**config.mk**
```make
export PLATFORM = sky130hd
export DESIGN_NAME = npu_input_fifo_flat
export DESIGN_NICKNAME = d
export VERILOG_FILES = /design/src/rtl/npu_input_fifo_if.sv /design/src/rtl/npu_input_fifo.sv /design/src/flat_wrapper.sv
export SDC_FILE = /design/constraint.sdc
export NUM_CORES = 1
export LEC_CHECK = 0
export ABC_AREA = 1
export ABC_CLOCK_PERIOD_IN_PS = 2800
export BUFFER_PORTS_ARGS = -buffer_cell sky130_fd_sc_hd__clkbuf_2
export CELL_PAD_IN_SITES_DETAIL_PLACEMENT = 0
export CELL_PAD_IN_SITES_GLOBAL_PLACEMENT = 1
export CORE_MARGIN = 1
export CORE_UTILIZATION = 25
export DETAILED_ROUTE_END_ITERATION = 10
export PLACE_DENSITY_LB_ADDON = 0.1
export SLEW_MARGIN = 20
export SYNTH_ARGS = -nofsm -noshare
export SYNTH_HDL_FRONTEND = slang
export SYNTH_SLANG_ARGS = --single-unit
```
**constraint.sdc**
```tcl
create_clock -name CLK -period 2.8 [get_ports CLK]
set_input_delay 0.56 -clock CLK [delete_from_list [all_inputs] [get_ports CLK]]
set_output_delay 0.56 -clock CLK [all_outputs]
set_load 0.05 [all_outputs]
```
**src/rtl/npu_input_fifo_if.sv**
```systemverilog
// Host/NPU-facing handshake bundle for the NPU input FIFO.
// The slave modport is the FIFO itself; the master modport is whoever drives pushes and pops.
interface npu_input_fifo_if #(
    parameter int DATA_WIDTH = 16,
    parameter int ADDR_WIDTH = 4
);
    logic                  npu_input_fifo_flush;
    logic                  npu_input_fifo_write_en;
    logic [DATA_WIDTH-1:0] npu_input_fifo_data_in;
    logic                  npu_input_fifo_read_en;
    logic [DATA_WIDTH-1:0] npu_input_fifo_data_out;
    logic                  npu_input_fifo_empty;
    logic                  npu_input_fifo_full;
    logic                  npu_input_fifo_almost_full;
    logic [ADDR_WIDTH:0]   npu_input_fifo_count;
    logic                  npu_input_fifo_overflow;
    logic                  npu_input_fifo_underflow;

    modport master (
        output npu_input_fifo_flush,
        output npu_input_fifo_write_en,
        output npu_input_fifo_data_in,
        output npu_input_fifo_read_en,
        input  npu_input_fifo_data_out,
        input  npu_input_fifo_empty,
        input  npu_input_fifo_full,
        input  npu_input_fifo_almost_full,
        input  npu_input_fifo_count,
        input  npu_input_fifo_overflow,
        input  npu_input_fifo_underflow
    );

    modport slave (
        input  npu_input_fifo_flush,
        input  npu_input_fifo_write_en,
        input  npu_input_fifo_data_in,
        input  npu_input_fifo_read_en,
        output npu_input_fifo_data_out,
        output npu_input_fifo_empty,
        output npu_input_fifo_full,
        output npu_input_fifo_almost_full,
        output npu_input_fifo_count,
        output npu_input_fifo_overflow,
        output npu_input_fifo_underflow
    );
endinterface

```
**src/rtl/npu_input_fifo.sv**
```systemverilog
// Single-clock operand FIFO in front of the NPU state machine, with occupancy,
// almost-full back-pressure and sticky overflow/underflow debug flags.
module npu_input_fifo #(
    parameter int DATA_WIDTH = 16,
    parameter int ADDR_WIDTH = 4,
    parameter int AF_THRESH  = 14
) (
    input logic             CLK,
    input logic             RST_N,
    npu_input_fifo_if.slave bus
);
    localparam int DEPTH = 2 ** ADDR_WIDTH;
    localparam logic [ADDR_WIDTH:0] DEPTH_CNT = DEPTH[ADDR_WIDTH:0];
    localparam logic [ADDR_WIDTH:0] AF_CNT    = AF_THRESH[ADDR_WIDTH:0];

    logic [DATA_WIDTH-1:0] mem [DEPTH];
    logic [ADDR_WIDTH-1:0] wr_ptr;
    logic [ADDR_WIDTH-1:0] rd_ptr;
    logic [ADDR_WIDTH:0]   count;
    logic [DATA_WIDTH-1:0] data_out_q;
    logic                  overflow_q;
    logic                  underflow_q;
    logic                  empty_w;
    logic                  full_w;
    logic                  push_ok;
    logic                  pop_ok;

    // Flags decode the registered count, so acceptance always uses pre-edge occupancy.
    assign empty_w = (count == '0);
    assign full_w  = (count == DEPTH_CNT);
    assign push_ok = bus.npu_input_fifo_write_en && !full_w;
    assign pop_ok  = bus.npu_input_fifo_read_en && !empty_w;

    always_ff @(posedge CLK) begin
        if (!RST_N) begin
            wr_ptr      <= '0;
            rd_ptr      <= '0;
            count       <= '0;
            data_out_q  <= '0;
            overflow_q  <= 1'b0;
            underflow_q <= 1'b0;
        end else if (bus.npu_input_fifo_flush) begin
            wr_ptr      <= '0;
            rd_ptr      <= '0;
            count       <= '0;
            overflow_q  <= 1'b0;
            underflow_q <= 1'b0;
        end else begin
            if (push_ok) begin
                wr_ptr <= wr_ptr + 1'b1;
            end
            if (pop_ok) begin
                rd_ptr     <= rd_ptr + 1'b1;
                data_out_q <= mem[rd_ptr];
            end
            case ({push_ok, pop_ok})
                2'b10:   count <= count + 1'b1;
                2'b01:   count <= count - 1'b1;
                default: count <= count;
            endcase
            if (bus.npu_input_fifo_write_en && full_w) begin
                overflow_q <= 1'b1;
            end
            if (bus.npu_input_fifo_read_en && empty_w) begin
                underflow_q <= 1'b1;
            end
        end
    end

    // Storage is never cleared; writes are suppressed in reset and flush cycles.
    always_ff @(posedge CLK) begin
        if (RST_N && !bus.npu_input_fifo_flush && push_ok) begin
            mem[wr_ptr] <= bus.npu_input_fifo_data_in;
        end
    end

    assign bus.npu_input_fifo_data_out    = data_out_q;
    assign bus.npu_input_fifo_empty       = empty_w;
    assign bus.npu_input_fifo_full        = full_w;
    assign bus.npu_input_fifo_almost_full = (count >= AF_CNT);
    assign bus.npu_input_fifo_count       = count;
    assign bus.npu_input_fifo_overflow    = overflow_q;
    assign bus.npu_input_fifo_underflow   = underflow_q;
endmodule

```
**src/flat_wrapper.sv**
```systemverilog
// flat-port wrapper written by rule: the top's interface ports become plain ports
module npu_input_fifo_flat 
#(
    parameter int DATA_WIDTH = 16,
    parameter int ADDR_WIDTH = 4,
    parameter int AF_THRESH  = 14
)
  (CLK, RST_N, bus_npu_input_fifo_flush, bus_npu_input_fifo_write_en, bus_npu_input_fifo_data_in, bus_npu_input_fifo_read_en, bus_npu_input_fifo_data_out, bus_npu_input_fifo_empty, bus_npu_input_fifo_full, bus_npu_input_fifo_almost_full, bus_npu_input_fifo_count, bus_npu_input_fifo_overflow, bus_npu_input_fifo_underflow);
  npu_input_fifo_if #(.DATA_WIDTH(DATA_WIDTH), .ADDR_WIDTH(ADDR_WIDTH)) bus_i ();
  input logic CLK;
  input logic RST_N;
  input wire logic [$bits(bus_i.npu_input_fifo_flush)-1:0] bus_npu_input_fifo_flush;
  input wire logic [$bits(bus_i.npu_input_fifo_write_en)-1:0] bus_npu_input_fifo_write_en;
  input wire logic [$bits(bus_i.npu_input_fifo_data_in)-1:0] bus_npu_input_fifo_data_in;
  input wire logic [$bits(bus_i.npu_input_fifo_read_en)-1:0] bus_npu_input_fifo_read_en;
  output wire logic [$bits(bus_i.npu_input_fifo_data_out)-1:0] bus_npu_input_fifo_data_out;
  output wire logic [$bits(bus_i.npu_input_fifo_empty)-1:0] bus_npu_input_fifo_empty;
  output wire logic [$bits(bus_i.npu_input_fifo_full)-1:0] bus_npu_input_fifo_full;
  output wire logic [$bits(bus_i.npu_input_fifo_almost_full)-1:0] bus_npu_input_fifo_almost_full;
  output wire logic [$bits(bus_i.npu_input_fifo_count)-1:0] bus_npu_input_fifo_count;
  output wire logic [$bits(bus_i.npu_input_fifo_overflow)-1:0] bus_npu_input_fifo_overflow;
  output wire logic [$bits(bus_i.npu_input_fifo_underflow)-1:0] bus_npu_input_fifo_underflow;
  assign bus_i.npu_input_fifo_flush = bus_npu_input_fifo_flush;
  assign bus_i.npu_input_fifo_write_en = bus_npu_input_fifo_write_en;
  assign bus_i.npu_input_fifo_data_in = bus_npu_input_fifo_data_in;
  assign bus_i.npu_input_fifo_read_en = bus_npu_input_fifo_read_en;
  assign bus_npu_input_fifo_data_out = bus_i.npu_input_fifo_data_out;
  assign bus_npu_input_fifo_empty = bus_i.npu_input_fifo_empty;
  assign bus_npu_input_fifo_full = bus_i.npu_input_fifo_full;
  assign bus_npu_input_fifo_almost_full = bus_i.npu_input_fifo_almost_full;
  assign bus_npu_input_fifo_count = bus_i.npu_input_fifo_count;
  assign bus_npu_input_fifo_overflow = bus_i.npu_input_fifo_overflow;
  assign bus_npu_input_fifo_underflow = bus_i.npu_input_fifo_underflow;
  npu_input_fifo #(.DATA_WIDTH(DATA_WIDTH), .ADDR_WIDTH(ADDR_WIDTH), .AF_THRESH(AF_THRESH)) u_core (.CLK(CLK), .RST_N(RST_N), .bus(bus_i));
endmodule
```
=== Word-level counts from Yosys, hierarchy flattened ===
Memory sizes are Yosys's and may differ from the RTL's. A register that Yosys moved wholly into a read port is not among the register bits.
Cells that the tools add are included.

* Bitwise gates (word level): 2
* Magnitude comparators: 1
* Multipliers: 0
* Muxes and demuxes: 3
* Reductions and logical operators: 14
* Shifts and indexed selects: 0
* Equality and inequality tests: 3
* Divide/modulo/power cells: 0
* Add/subtract/negate cells: 4

{| class="wikitable"
|+ Operators with widths
! cell !! number
|-
| 5-bit case mux with 2 select lines || 1
|-
| 4-bit by 1-bit adder with 4-bit output, second input constant || 2
|-
| 1-bit logical AND || 6
|-
| 5-bit by 1-bit adder with 5-bit output, second input constant || 1
|-
| 5-bit equality test, second input constant || 1
|-
| 5-bit by 4-bit >= comparator with 1-bit output, second input constant || 1
|-
| 5-bit logical NOT || 1
|-
| 5-bit by 1-bit subtractor with 5-bit output, second input constant || 1
|-
| 1-bit logical NOT || 4
|-
| 2-bit by 1-bit equality test with 1-bit output, second input constant || 1
|-
| 2-bit equality test, second input constant || 1
|-
| 1-bit 2-to-1 mux || 2
|-
| 1-bit NOT || 2
|-
| 2-bit AND reduction || 1
|-
| 2-bit nonzero test || 1
|-
| 2-bit OR reduction || 1
|}

* Input bits: 21
* Word-level logic and storage cells: 33
* Output and inout port bits: 26
* Flip-flop bits (word level): 15
* ROM bits: 0
* Bits in writable memories: 256
* Memories kept: 1
* Latch bits: 0

{| class="wikitable"
|+ Memory list
! name !! depth !! bits a word !! rd ports !! clocked after Yosys merged registers in !! wr ports !! line !! RTL
|-
| u_core.mem || 16 || 16 || 1 || 1 || 1 || npu_input_fifo.sv:16 || <nowiki>logic [DATA_WIDTH-1:0] mem [DEPTH];</nowiki>
|}

=== Depth between registers and ports, before layout ===
Gate-level depths: netlist (run 1).

* Word-level depth: 6
* Mapped depth: 15

=== Worst setup path after synthesis (run 1) ===
OpenSTA, ideal clock, no wires.

* Path kind: register to register
* From: register u_core.count[0] (netlist: u_core.bus.npu_input_fifo_count[0])
* To: memory u_core.mem[11][0], enable pin
* Path buffers: 0
* Stages on the path, launching flop included: 7
* Slack: 0.013 ns
* Data arrival time: 2.378 ns
* Period minus slack after synthesis: 2.787 ns
* Path through: dfxtp_1 -> inv_1 -> nand4_1 -> nand2_2 -> inv_1 -> nand2_2 -> nor3_1

* Word-level cells in the longest chain between the ends: 6

{| class="wikitable"
|+ RTL lines
! element !! line !! RTL
|-
| start, declared || npu_input_fifo.sv:19 || <nowiki>logic [ADDR_WIDTH:0] count;</nowiki>
|-
| start signal, assigned || npu_input_fifo.sv:57 || <nowiki>2'b10: count <= count + 1'b1;</nowiki>
|-
| start signal, assigned || npu_input_fifo.sv:58 || <nowiki>2'b01: count <= count - 1'b1;</nowiki>
|-
| start signal, assigned || npu_input_fifo.sv:59 || <nowiki>default: count <= count;</nowiki>
|-
| 5-bit equality test || npu_input_fifo.sv:30 || <nowiki>assign full_w = (count == DEPTH_CNT);</nowiki>
|-
| 1-bit logical NOT || npu_input_fifo.sv:31 || <nowiki>assign push_ok = bus.npu_input_fifo_write_en && !full_w;</nowiki>
|-
| 1-bit logical AND || npu_input_fifo.sv:31 ||
|-
| 1-bit logical AND || npu_input_fifo.sv:72 || <nowiki>if (RST_N && !bus.npu_input_fifo_flush && push_ok) begin</nowiki>
|-
| 1-bit 2-to-1 mux || npu_input_fifo.sv:72 ||
|-
| 1-bit 2-to-1 mux (not written as such) || npu_input_fifo.sv:73 || <nowiki>mem[wr_ptr] <= bus.npu_input_fifo_data_in;</nowiki>
|-
| end, declared || npu_input_fifo.sv:16 ||
|}

No other way between the ends.

=== Worst setup path after layout (run 1) ===
* From: register u_core.count[2] (netlist: u_core.bus.npu_input_fifo_count[2])
* To: register u_core.count[4] (netlist: u_core.bus.npu_input_fifo_count[4])

* Word-level cells in the longest chain between the ends: 5
* Elaborated cells between the ends (all ways): 12
* Those cells by class: add/sub (2); eq/ne (3); mux (1); reduce/logical (6)

{| class="wikitable"
|+ RTL lines
! element !! line !! RTL
|-
| 5-bit logical NOT * || npu_input_fifo.sv:29 || <nowiki>assign empty_w = (count == '0);</nowiki>
|-
| 1-bit logical NOT * || npu_input_fifo.sv:32 || <nowiki>assign pop_ok = bus.npu_input_fifo_read_en && !empty_w;</nowiki>
|-
| 1-bit logical AND * || npu_input_fifo.sv:32 ||
|-
| via u_core.pop_ok || npu_input_fifo.sv:26 || <nowiki>logic pop_ok;</nowiki>
|-
| 2-bit by 1-bit equality test with 1-bit output or 2-bit equality test (tied branches) || npu_input_fifo.sv:56 || <nowiki>case ({push_ok, pop_ok})</nowiki>
|-
| 5-bit case mux with 2 select lines or 2-bit nonzero test (tied branches) || -- ||
|}

The timed path passes the listed nets; every way through them passes the cells marked *.
A chain may end at the register's enable or synchronous reset.

==> results of run 1 <==
## where the power goes
part           total [mW]  internal [mW]  switching, mW
clock network        5.02           3.14           1.88
registers            4.73           4.70         0.0277
logic               0.792          0.206          0.586
## through the flow
step                      std cells  total power [mW]  hold WS [ps]  instance area (um^2)  utilization (%)
after CTS                      1966              10.7           252                 14900             30.3
after floorplan                1213              5.35           472                 12400                -
after global placement         1900              5.65           464                 13600             27.7
after detailed placement       1900              5.64           465                 13600             27.7
after global routing           1966              10.9           300                 14900             30.3
final                          1966              10.5           289                 14900             30.3
## how the worst max path moves through the flow
| stage | endpoint | depth (start not counted) | from |
|---|---|---|---|
| 2_1_floorplan | u_core.mem[11][0] | 6 | u_core.bus.npu_input_fifo_count[0] |
| 6_report | u_core.bus.npu_input_fifo_count[4] | 15 | u_core.bus.npu_input_fifo_count[2] |
| 3_5_place_dp | u_core.bus.npu_input_fifo_count[4] | 14 | bus_npu_input_fifo_read_en |
| 3_3_place_gp | u_core.bus.npu_input_fifo_count[4] | 14 | bus_npu_input_fifo_read_en |
| 5_1_grt | u_core.bus.npu_input_fifo_count[4] | 15 | u_core.bus.npu_input_fifo_count[0] |
| 4_1_cts | u_core.bus.npu_input_fifo_count[4] | 15 | u_core.bus.npu_input_fifo_count[2] |
## routing by layer
layer  share of wire (%)  up-vias  wire length, um  track usage [%]
met5                   0        -                0                0
met4                 1.8        0              639             4.24
met3                 4.0       44             1460             2.53
met2                  44      148            16000             22.7
met1                  50     3962            18000             20.8
li1                    -     4073                -                -
## logic make-up (layout without fill, tap and decap cells)
family	Yosys count	after routing	synth area share, %
buf+inv	231	320	8.47
simple gates	641	641	21.5
xor+xnor	5	5	0.352
flops	287	287	66.8
fa+ha+maj	9	9	0.906
compound gates	40	40	1.99
## registers in the layout, indices dropped and copies added (netlist names)
register                             cells
u_core.bus.npu_input_fifo_overflow       1
u_core.wr_ptr                            4
u_core.bus.npu_input_fifo_count          5
u_core.mem                             256
u_core.bus.npu_input_fifo_data_out      16
u_core.rd_ptr                            4
u_core.bus.npu_input_fifo_underflow      1
## area by class of cell
type | instances | area [um^2] | share of cell area, %
clock inverter | 17 | 250 | 1.68
multi-input combinational | 695 | 3120 | 21.0
sequential | 287 | 8310 | 56.0
clock buffer | 49 | 1030 | 6.95
inverter | 171 | 644 | 4.34
tap | 664 | 831 | 5.59
timing repair buffer | 83 | 658 | 4.43
## worst min-delay path, stage by stage
cell,delay [ps]
clkbuf_2,100
a21oi_1,60
nor2_1,70
## layout by cell type (no fill, tap or decap), types with 2 or more instances in the layout
master	netlist	layout
clkbuf_16	0	38
nand2_2	3	3
nand4_1	2	2
clkinv_2	0	3
nor3_2	0	4
clkinvlp_4	0	2
clkinv_1	1	5
buf_12	0	12
clkbuf_8	0	4
o21a_1	16	16
edfxtp_1	256	256
nand2_1	428	428
clkbuf_1	9	7
o21ai_0	7	7
dfxtp_2	0	2
a21oi_1	14	14
nor2_1	17	5
nor2_2	1	13
nand3_1	183	183
clkbuf_2	0	46
bufinv_16	0	6
ha_1	9	9
inv_2	1	2
dfxtp_1	31	28
xor2_1	4	4
inv_1	168	167
buf_4	11	25
==> impl_metrics.csv, run 1 <==
group,metric,value,unit
outcome,outcome,"completed",
setup_path,path_cells,"nor2_1, nand4_1, nand2_2, inv_1, ha_1, xor2_1, ha_1, inv_1, nand2_1, nand3_1, nand2_1, nand2_1, nand2_1, nand2_1, a21oi_1",
clock_network,holdBufCountCts,0,
yosys,yosysUniqueCellTypes,31,
sta,slew_viol_final,0,
setup_path,cp_slowest_cell,"dfxtp_1",
setup_path,reg2reg_slack,400,ps
global_route,grt.total_usage,14.6,%
setup_path,cp-start-kind,"flop",
clock_network,cts_tree,"done",
setup_path,r2r_end,"u_core.bus.npu_input_fifo_count[4]",
yosys,async_reset_ff_share,0,%
clock_network,numCtsBuffers,36,
sta,skew,32.0,ps
yosys,synth.top_cells.by_count,"428 x nand2_1, 256 x edfxtp_1, 183 x nand3_1, 168 x inv_1, 31 x dfxtp_1",
power,power_density,710,mW/mm^2
setup_path,crit_path_max_incr_delay,350,ps
setup_path,path_max_fanout,7,
setup_path,end_kind,"flop",
setup_path,worst_path_most_repeated_cell,"nand2_1",
sta,tightest_slew,560,ps
cells_and_area,num_antenna_cells,0,
cells_and_area,layout.nets,1304,
drt,wl_per_cell,18.4,um
setup_path,path_buf_inv,2,
yosys,ys_seq_area_share,66.8,%
yosys,synth_top_area_cell,"edfxtp_1",
clock_network,root_buffer,"clkbuf_16",
cells_and_area,area_delta_synth_final,19.4,%
cells_and_area,drive_above_1_share,12.7,%
setup_path,ff2ff_path_depth,15,
yosys,netlist_top_cells_area,"edfxtp_1 62%, nand2_1 13%, nand3_1 7.4%",
clock_network,postCtsSetupBuffers,0,
yosys,syn_avg_cell_area,10.3,um^2
clock_network,clock_sinks,287,
floorplan,io_pins,47,
yosys,yosys.area.top_type_share,61.8,%
sta,setup_viol_count_final,0,
setup_path,required,3280,ps
floorplan,start_util,25.4,%
sta,layout_setup_ws,399,ps
floorplan,die_h,225,um
global_route,antenna_found_initial,0,
place,dpl_worst_slack,373,ps
sta,setup_tns,0,ps
yosys,synth-seq-cells,287,
drt,drc_errors,0,
cells_and_area,nFillCells,5167,
setup_path,cp.arrival,2880,ps
global_route,grt_pass1_wl,54000,um
drt,drtIter0Drc,468,
yosys,synthesis.area,0.0124,mm^2
global_route,first_global_vias,8192,
setup_path,r2r-start,"u_core.bus.npu_input_fifo_count[2]",
power,ir_drop,293,uV
global_route,grt-ovfl-total,0,
drt,wl,36100,um
yosys,synth_fp_nets,1243,
power,p_leak,6.09,nW
run,drv_cap,0,
clock_network,post_cts_resized,0,
floorplan,chipWidth,225,um
sta,layout_min_cycle_time,2400,ps
clock_network,clkTransAtPathRegs,60,ps
floorplan,row_count,81,
place,io_buffers,46,
sta,fin_crit_sh,85.8,%
setup_path,crit_family,"simple AND/OR/NAND/NOR gates",
place,gp_congestion,0.754,
clock_network,h-tree-depth,2,
hold_path,hp-class,"in2reg",
clock_network,clk_path_buf_depth,3,
sta,rsz0062_at_grt,"false",
drt,antenna_left,0,
setup_path,path_class,"reg2reg",
yosys,synthFlopType,"edfxtp_1",
place,hpwlAfterDp,22600,um
sta,fmax,416,MHz
drt,viasPerCell,4.18,
hold_path,whs_path_depth,3,
sta,relSlewSlack,62.7,%
hold_path,worstHoldEndpoint,"u_core.bus.npu_input_fifo_overflow",
global_route,grt_max_degree,78,
hold_path,hp-start,"bus_npu_input_fifo_write_en",
drt,vias,8227,
yosys,synth.most_common_cell,"nand2_1",
yosys,postSynthCellCount,1213,
floorplan,core_area,0.0491,mm^2
yosys,ys_warn_count,0,
clock_network,clk_latency,540,ps
floorplan,die_area,0.0506,mm^2
drt,drt-pass1-iter-count,5,
yosys,synth_edf_count,256,
sta,finalHoldViolations,0,
Power figures use the tool's default switching activity.
==> inputs of run 2 (changes only) <==
- CORE_UTILIZATION: 25 -> 30
==> impl_metrics.csv, run 2 (same netlist as run 1, synthesis figures left out) <==
group,metric,value,unit
sta,finalHoldViolations,0,
setup_path,ff2ff_path_depth,15,
drt,drc_errors,0,
drt,vias,8199,
drt,drtIter0Drc,437,
cells_and_area,drive_above_1_share,12.3,%
place,hpwlAfterDp,21500,um
floorplan,core_area,0.0408,mm^2
clock_network,clkTransAtPathRegs,50,ps
sta,skew,12.0,ps
drt,wl_per_cell,19.1,um
cells_and_area,area_delta_synth_final,16.6,%
clock_network,root_buffer,"clkbuf_16",
clock_network,clock_sinks,287,
setup_path,cp-endpoint,"u_core.bus.npu_input_fifo_count[4]",
sta,fin_crit_sh,81.8,%
cells_and_area,regMostFlops,"u_core.mem",
sta,layout_min_cycle_time,2290,ps
outcome,outcome,"completed",
power,power_frac_seq,47.8,%
cells_and_area,final_common_cell,"nand2_1",
setup_path,required,3250,ps
global_route,grt_max_degree,133,
global_route,grt.total_usage,17.3,%
setup_path,path_cells,"nor2_1, nand4_1, nand2_2, inv_1, ha_1, xor2_1, ha_1, inv_1, nand2_1, nand3_1, nand2_1, nand2_1, nand2_1, nand2_1, a21oi_1",
setup_path,path_max_fanout,7,
sta,relSlewSlack,44.7,%
cells_and_area,num_antenna_cells,0,
setup_path,r2r-start,"u_core.bus.npu_input_fifo_count[2]",
power,p_leak,6.03,nW
global_route,grt_pass1_wl,53200,um
setup_path,r2r_end,"u_core.bus.npu_input_fifo_count[4]",
power,p_sw_share,23.8,%
clock_network,h-tree-depth,2,
place,dpl_worst_slack,453,ps
power,power,9.89,mW
sta,layout_setup_ws,511,ps
clock_network,postCtsSetupBuffers,0,
run,drv_cap,0,
setup_path,reg2reg_slack,510,ps
floorplan,chipWidth,206,um
drt,wl,35100,um
place,io_buffers,46,
power,p_clk_share,44.2,%
setup_path,end_kind,"flop",
drt,drt-pass1-iter-count,4,
setup_path,worst_path_most_repeated_cell,"nand2_1",
drt,viasPerCell,4.46,
power,p_switching,2.36,mW
clock_network,clk_latency,530,ps
sta,slew_viol_final,0,
sta,fmax,437,MHz
sta,hold_slack,315,ps
global_route,first_global_vias,8329,
cells_and_area,nFillCells,4171,
clock_network,holdBufCountCts,0,
hold_path,hp-class,"in2reg",
clock_network,numCtsBuffers,35,
setup_path,cp.arrival,2740,ps
cells_and_area,largest_reg_flops,256,
drt,antenna_left,0,
setup_path,cp-start-kind,"flop",
sta,rsz0062_at_grt,"false",
floorplan,io_pins,47,
setup_path,crit_path_start,"u_core.bus.npu_input_fifo_count[2]",
floorplan,die_h,206,um
sta,tightest_slew,830,ps
global_route,antenna_found_initial,0,
power,intPower,7.53,mW
clock_network,cts_tree,"done",
cells_and_area,mostFrequentLayoutCells,"428 x nand2_1, 256 x edfxtp_1, 183 x nand3_1",
setup_path,crit_path_max_incr_delay,350,ps
floorplan,row_count,74,
setup_path,cp_slowest_cell,"dfxtp_1",
global_route,grt-ovfl-total,0,
sta,setup_viol_count_final,0,
cells_and_area,layout.nets,1309,
setup_path,path_class,"reg2reg",
sta,setup_tns,0,ps
power,power_density,682,mW/mm^2
floorplan,die_area,0.0423,mm^2
power,ir_drop,500,uV
clock_network,post_cts_resized,0,
clock_network,clk_path_buf_depth,3,
place,gp_congestion,0.758,
power,power_frac_comb,8.0,%
floorplan,start_util,30.5,%
## run 2: cell type report
class	instances	area (um^2)	area share, %
flip-flops and latches	287	8310	57.3
clock buffers	52	992	6.84
clock inverters	11	98.8	0.681
multi-input cells	695	3120	21.5
inverters	171	644	4.44
well taps	532	666	4.59
repair buffers	89	666	4.59
## run 2: worst min path at each step
stage               depth (start not counted)                                 from  slack [ps]                             endpoint
finish                                      3          bus_npu_input_fifo_write_en         310   u_core.bus.npu_input_fifo_overflow
global route                                3          bus_npu_input_fifo_write_en         330   u_core.bus.npu_input_fifo_overflow
CTS                                         3          bus_npu_input_fifo_write_en         300   u_core.bus.npu_input_fifo_overflow
detailed placement                          2   u_core.bus.npu_input_fifo_overflow         470   u_core.bus.npu_input_fifo_overflow
global placement                            2  u_core.bus.npu_input_fifo_underflow         460  u_core.bus.npu_input_fifo_underflow
floorplan                                   2                     u_core.wr_ptr[3]         470                     u_core.wr_ptr[3]
## run 2: per-layer routing
metal | up-vias | GRT usage [%] | share of wire, %
met3 | 43 | 2.45 | 3.1
met4 | 0 | 5.11 | 2.0
li1 | 4086 | - | -
met1 | 3946 | 23.5 | 47
met5 | - | 0 | 0
met2 | 124 | 28.6 | 48
## run 2: power groups by stage
stage | Clock (mW) | Sequential (mW) | Combinational, mW
after CTS | 4.52 | 4.73 | 0.817
after global routing | 4.66 | 4.73 | 0.881
after detailed placement | 0 | 4.82 | 0.815
after global placement | 0 | 4.82 | 0.819
final | 4.37 | 4.73 | 0.790
after floorplan | 0 | 4.92 | 0.428
## run 2: worst max-delay path, delay by kind of cell (launching register included)
| family | cells | cell delay, ps |
|---|---|---|
| fa+ha+maj | 2 | 480 |
| simple gates | 9 | 900 |
| compound gates | 1 | 110 |
| flops | 1 | 350 |
| xor+xnor | 1 | 200 |
| buf+inv | 2 | 170 |
## run 2: stage by stage
stage                     cells  utilization, %  cell area (um^2)
final                      1837            35.5             14500
after global routing       1837            35.5             14500
after CTS                  1837            35.5             14500
after detailed placement   1774            32.9             13400
after global placement     1774            32.9             13400
after floorplan            1213               -             12400
